--- src/rtl/fp_pack_pkg.sv ---
// Shared constants for the IEEE-754 pack/unpack stages: format widths,
// exponent limits, class-flag indices and the operand class used by fp_pack.
package fp_pack_pkg;

  localparam int NEXP = 5;
  localparam int NSIG = 10;
  localparam int W    = 2*NSIG + 2;
  localparam int EW   = NEXP + 3;
  localparam int FW   = NEXP + NSIG + 1;

  localparam int BIAS_INT = (1 << (NEXP-1)) - 1;
  localparam logic signed [EW-1:0] BIAS = EW'(BIAS_INT);
  localparam logic signed [EW-1:0] EMIN = EW'(1 - BIAS_INT);
  localparam logic signed [EW-1:0] EMAX = EW'(BIAS_INT);

  localparam int FLAG_SNAN      = 0;
  localparam int FLAG_QNAN      = 1;
  localparam int FLAG_INFINITY  = 2;
  localparam int FLAG_ZERO      = 3;
  localparam int FLAG_SUBNORMAL = 4;
  localparam int FLAG_NORMAL    = 5;
  localparam int LAST_FLAG      = 6;

  typedef enum logic [1:0] {CLS_FINITE, CLS_NAN, CLS_INF, CLS_ZERO} valClass_t;

  function automatic valClass_t classify(input logic isNan, input logic isInf,
                                         input logic isZero);
    if (isNan)       return CLS_NAN;
    else if (isInf)  return CLS_INF;
    else if (isZero) return CLS_ZERO;
    return CLS_FINITE;
  endfunction

endpackage

--- src/rtl/fp_pack_round_rne.sv ---
// Round-to-nearest-even of an (NSIG+1)-bit kept significand given guard and
// tail bits; a carry-out is already folded back into a normalized result.
module fp_round_rne
  import fp_pack_pkg::*;
(
  input  logic [NSIG:0] keep,
  input  logic          guard,
  input  logic          tail,
  output logic [NSIG:0] rounded,
  output logic          carry,
  output logic          inexact
);

  logic            roundUp;
  logic [NSIG+1:0] sum;

  always_comb begin
    roundUp = guard & (tail | keep[0]);
    sum     = {1'b0, keep} + (NSIG+2)'(roundUp);
    carry   = sum[NSIG+1];
    rounded = carry ? sum[NSIG+1:1] : sum[NSIG:0];
    inexact = guard | tail;
  end

endmodule

--- src/rtl/fp_pack.sv ---
// Packs sign / unbiased exponent / wide significand into an IEEE-754 encoding
// with RNE rounding; normalization walks one bit per cycle.
module fp_pack
  import fp_pack_pkg::*;
(
  input  logic                  clk,
  input  logic                  rst_n,
  input  logic                  in_valid,
  output logic                  in_ready,
  input  logic                  in_sign,
  input  logic signed [EW-1:0]  in_exp,
  input  logic [W-1:0]          in_sig,
  input  logic [LAST_FLAG-1:0]  in_flags,
  output logic                  out_valid,
  input  logic                  out_ready,
  output logic [FW-1:0]         out_f,
  output logic                  out_ovf,
  output logic                  out_unf,
  output logic                  out_inexact
);

  // Specials skip NORM/DENORM and are encoded in ROUND, one cycle after accept.
  typedef enum logic [2:0] {IDLE, NORM, DENORM, ROUND, DONE} state_t;

  state_t                 state, stateNext;
  logic                   sign, st;
  logic signed [EW-1:0]   e, eRnd;
  logic [W-1:0]           s;
  valClass_t              cls, inClass;
  logic [FW-1:0]          outF, finiteF;
  logic                   ovf, unf, inexact;
  logic                   needRight, canLeft, belowMin;
  logic [NSIG:0]          rounded;
  logic                   carry, rndInexact, finOvf, finUnf;
  logic [NEXP-1:0]        biasedExp;
  logic                   unusedFlags;

  assign unusedFlags = ^in_flags[FLAG_NORMAL:FLAG_SUBNORMAL];
  assign inClass   = classify(in_flags[FLAG_SNAN] | in_flags[FLAG_QNAN],
                              in_flags[FLAG_INFINITY],
                              in_flags[FLAG_ZERO] || (in_sig == '0));
  assign needRight = s[W-1];
  assign canLeft   = !s[2*NSIG] && (e > EMIN);
  assign belowMin  = e < EMIN;

  fp_round_rne uRound (
    .keep    (s[2*NSIG:NSIG]),
    .guard   (s[NSIG-1]),
    .tail    ((|s[NSIG-2:0]) | st),
    .rounded (rounded),
    .carry   (carry),
    .inexact (rndInexact)
  );

  always_comb begin
    eRnd      = e + EW'(carry);
    biasedExp = NEXP'(eRnd + BIAS);
    finOvf    = 1'b0;
    finUnf    = 1'b0;
    if (eRnd > EMAX) begin
      finiteF = {sign, {NEXP{1'b1}}, {NSIG{1'b0}}};
      finOvf  = 1'b1;
    end else if (!rounded[NSIG]) begin
      finiteF = {sign, {NEXP{1'b0}}, rounded[NSIG-1:0]};
      finUnf  = rndInexact;
    end else begin
      finiteF = {sign, biasedExp, rounded[NSIG-1:0]};
    end
  end

  always_ff @(posedge clk or negedge rst_n) begin
    if (!rst_n) state <= IDLE;
    else        state <= stateNext;
  end

  always_comb begin
    stateNext = state;
    unique case (state)
      IDLE:    if (in_valid) stateNext = (inClass == CLS_FINITE) ? NORM : ROUND;
      NORM:    if (!needRight && !canLeft) stateNext = DENORM;
      DENORM:  if (!belowMin) stateNext = ROUND;
      ROUND:   stateNext = DONE;
      DONE:    if (out_ready) stateNext = IDLE;
      default: stateNext = IDLE;
    endcase
  end

  always_comb begin
    in_ready    = (state == IDLE);
    out_valid   = (state == DONE);
    out_f       = outF;
    out_ovf     = ovf;
    out_unf     = unf;
    out_inexact = inexact;
  end

  always_ff @(posedge clk or negedge rst_n) begin
    if (!rst_n) begin
      sign    <= 1'b0;
      e       <= '0;
      s       <= '0;
      st      <= 1'b0;
      cls     <= CLS_FINITE;
      outF    <= '0;
      ovf     <= 1'b0;
      unf     <= 1'b0;
      inexact <= 1'b0;
    end else begin
      unique case (state)
        IDLE: if (in_valid) begin
          sign <= in_sign;
          e    <= in_exp;
          s    <= in_sig;
          st   <= 1'b0;
          cls  <= inClass;
        end
        NORM: if (needRight) begin
          s  <= s >> 1;
          st <= st | s[0];
          e  <= e + EW'(1);
        end else if (canLeft) begin
          s  <= s << 1;
          e  <= e - EW'(1);
        end
        DENORM: if (belowMin) begin
          if (s != '0) begin
            s  <= s >> 1;
            st <= st | s[0];
            e  <= e + EW'(1);
          end else begin
            e  <= EMIN;
          end
        end
        ROUND: begin
          ovf     <= 1'b0;
          unf     <= 1'b0;
          inexact <= 1'b0;
          unique case (cls)
            CLS_NAN:  outF <= {sign, {NEXP{1'b1}}, 1'b1, {(NSIG-1){1'b0}}};
            CLS_INF:  outF <= {sign, {NEXP{1'b1}}, {NSIG{1'b0}}};
            CLS_ZERO: outF <= {sign, {(FW-1){1'b0}}};
            default: begin
              outF    <= finiteF;
              ovf     <= finOvf;
              unf     <= finUnf;
              inexact <= rndInexact | finOvf;
            end
          endcase
        end
        default: ;
      endcase
    end
  end

endmodule

--- config.mk ---
export PLATFORM = sky130hd
export DESIGN_NAME = fp_pack
export DESIGN_NICKNAME = d
export VERILOG_FILES = /design/src/rtl/fp_pack_pkg.sv /design/src/rtl/fp_pack_round_rne.sv /design/src/rtl/fp_pack.sv
export SDC_FILE = /design/constraint.sdc
export NUM_CORES = 1
export LEC_CHECK = 0
export ABC_CLOCK_PERIOD_IN_PS = 4200
export BUFFER_PORTS_ARGS = -buffer_cell sky130_fd_sc_hd__buf_2
export CAP_MARGIN = 40
export CORE_MARGIN = 3
export CORE_UTILIZATION = 39
export CTS_BUF_LIST = sky130_fd_sc_hd__clkbuf_4 sky130_fd_sc_hd__clkbuf_8 sky130_fd_sc_hd__clkbuf_16
export CTS_CLUSTER_SIZE = 40
export DETAILED_ROUTE_END_ITERATION = 7
export GPL_TIMING_DRIVEN = 1
export PLACE_DENSITY = 0.63
export SLEW_MARGIN = 20
export SYNTH_ARGS = -nofsm -noshare
export SYNTH_HDL_FRONTEND = slang
export SYNTH_SLANG_ARGS = --single-unit
--- constraint.sdc ---
create_clock -name clk -period 4.2 [get_ports clk]
set_input_delay 0.84 -clock clk [delete_from_list [all_inputs] [get_ports clk]]
set_output_delay 0.84 -clock clk [all_outputs]
set_load 0.03 [all_outputs]
==> impl_metrics.toml <==
[layout]
layout_commonest_cell = "buf_2"
drive_gt1_share_pct = 23.4
fin_util_pct = 45.6
n_fill_cell = 956
antennaDiodeCount = 0
fin_area_mm2 = 0.00424
fin_nets = 512
area_growth_pct = 13.5
final_cell_mix = "buf_2 (59), dfrtp_1 (56), nor2_1 (47)"
seq_area_mm2 = 0.00140
multi_input_area_mm2 = 0.00208

[min_path]
worstHoldPathType = "in -> async"

[pwr]
p_leak_nw = 1.79
finalPower_mw = 3.83
irDropWorstVdd_mv = 0.415
power_per_cell_area_mw_per_mm2 = 903

[placed_design]
place.gp.congestion = 0.874
hpwl_um = 7270
io_buffers = 59
preCtsSetupSlack_ns = 0.751
placed_area_mm2 = 0.00407

[synth]
netlist_instances = 422
synth.avg_cell_area_um2 = 8.84
synth_edf_count = 0
synth_nets = 473
synth.distinct_cells = 57
synth_ff_type = "dfrtp_1"
yosysSeqAreaShare_pct = 37.5
ys.warnings.count = 0
syn_area_mm2 = 0.00373
async_flop_share_pct = 100
synth_seq_cells = 56

[critical_path]
crit_arrival_ns = 3.67
startpoint_type = "flop"
path_class = "reg -> reg"
worst_setup_path_end_kind = "flop"
ff2ff_setup_slack_ns = 0.77
path_max_fanout = 9
critical_path_required_ns = 4.43

[timing]
worstMarginPinSlew_ns = 0.927
clock.fmax_ghz = 0.291
slew_headroom_pct = 37.7
hold_violations = 0
finalCriticalPeriod_ns = 3.43
period_share_pct = 81.7
fin_skew_ns = 0.0166
setup_viol = 0
rsz0062_at_grt = "false"
final.setup.tns_ns = 0
setup_ws_ns = 0.767
slew_violations = 0

[clock_network]
clk_pin_slew_worst_paths_ns = 0.12
htreeDepth = 2
cts_num_sinks = 56
ctsResizeCount = 0
clock_path_buffers = 2
insertion_delay_ns = 0.32
tritoncts = "done"
cts_inserted_buffers = 5
cts_hold_buf = 0
root_buffer = "clkbuf_8"
cts_setup_buffers = 0

[grt]
grt_max_degree = 42
grt_pass1_wl_um = 16100
antenna_found_initial = 0
grt_use_met1_pct = 26.1
busiest_layer = "met2"
met3_usage_pct = 2.99
met2_usage_pct = 27.1
track_usage_pct = 17.7
grt.overflow.total = 0
grt_pass1_vias = 3178

[floorplanning]
start_util_pct = 40.2
die_x_um = 104
die_area_mm2 = 0.0108
core_area_mm2 = 0.00928
placementRows = 35
die_h_um = 104
io_pins = 62

[detailed_routing]
wire_per_inst_um = 16.5
wl_um = 9750
vias = 3391
drtAntennaViolNets = 0
via_per_inst = 5.74
dr.first_iter.drc_count = 415
drtPass1Iterations = 8
drc = 25

[run]
drv_cap = 0

[status]
violations = "DRC"
status = "finished with violations"
[worst max-delay path, cell delays in order, from the launching register on]
cell and delay, ns:
dfrtp_1 0.55, nand4_1 0.31, nor4_2 0.32, buf_4 0.20, ha_1 0.31, nand4_1 0.15
o32a_1 0.32, and3_1 0.25, nor2b_1 0.46, nand2b_1 0.20, o31ai_1 0.29
[cell usage after synthesis, types with 5 or more instances]
| cell | n | area, µm² |
|---|---|---|
| nor4_1 | 8 | 50.1 |
| o31ai_1 | 14 | 105 |
| nand2_1 | 36 | 135 |
| dfrtp_1 | 56 | 1400 |
| buf_2 | 10 | 50.1 |
| clkbuf_1 | 20 | 75.1 |
| mux2_2 | 5 | 56.3 |
| a21oi_1 | 21 | 105 |
| o21ai_0 | 21 | 105 |
| nand4_1 | 5 | 31.3 |
| buf_6 | 5 | 56.3 |
| a22o_1 | 7 | 61.3 |
| nor2_1 | 47 | 176 |
| inv_1 | 19 | 71.3 |
| a222oi_1 | 19 | 190 |
| nor3_1 | 9 | 45.0 |
| a21oi_2 | 19 | 166 |
| xor2_1 | 6 | 52.6 |
| ha_1 | 10 | 125 |
| xnor2_1 | 9 | 78.8 |
| nand3_1 | 13 | 65.1 |
[final timing paths]
| kind | start | endpoint | cells after the start |
|---|---|---|---|
| setup / recovery | s[9]$_DFFE_PN0P_ | out_f[8]$_DFFE_PN0P_ | 10 |
| hold / removal | rst_n | e[3]$_DFFE_PN0P_ | 1 |
| setup reg to reg | s[9]$_DFFE_PN0P_ | out_f[8]$_DFFE_PN0P_ | 10 |
| hold reg to reg | out_f[0]$_DFFE_PN0P_ | out_f[0]$_DFFE_PN0P_ | 2 |
| max in group asynchronous | rst_n | s[10]$_DFFE_PN0P_ | 3 |
| min in group clk | out_f[0]$_DFFE_PN0P_ | out_f[0]$_DFFE_PN0P_ | 2 |
[cell families after synthesis]
kind of cell | synth area share, %
and+or+nand+nor | 18.8
AOI/OAI and AO/OA | 27.7
DFF | 37.5
buffers and inverters | 6.77
xor gates and xnor gates | 3.52
adders and majority gates | 3.35
muxes | 2.31
[state kept, by name, summed over array words and instances, names as in the netlist]
name and flops:
cls 2, e 8, out_f 16, out_inexact 1
out_ovf 1, out_unf 1, s 22, sign 1
st 1, state 3
[routing by layer]
metal | up-vias | wire [µm]
met5 | - | 0
li1 | 1648 | -
met3 | 17 | 522
met4 | 0 | 179
met2 | 116 | 4370
met1 | 1610 | 4680
[stage by stage]
stage / std cells / hold slack [ns]
final: 591 / 0.446
after global routing: 591 / 0.461
after CTS: 590 / 0.492
after detailed placement: 582 / 0.466
after global placement: 580 / 0.457
after floorplan: 422 / 0.473
[cell type report]
| class | count | area share [%] |
|---|---|---|
| Timing Repair Buffer | 67 | 9.13 |
| Multi-Input combinational cell | 312 | 49.1 |
| Inverter | 19 | 1.68 |
| Clock buffer | 5 | 1.62 |
| Clock inverter | 3 | 1.62 |
| Tap cell | 129 | 3.81 |
| Sequential cell | 56 | 33.1 |
[report_power, final]
group	total [mW]	internal, mW	switching, mW
clock network	0.433	0.240	0.193
logic	2.18	0.860	1.32
registers	1.22	0.810	0.405
(Power assumes the default switching activity.)
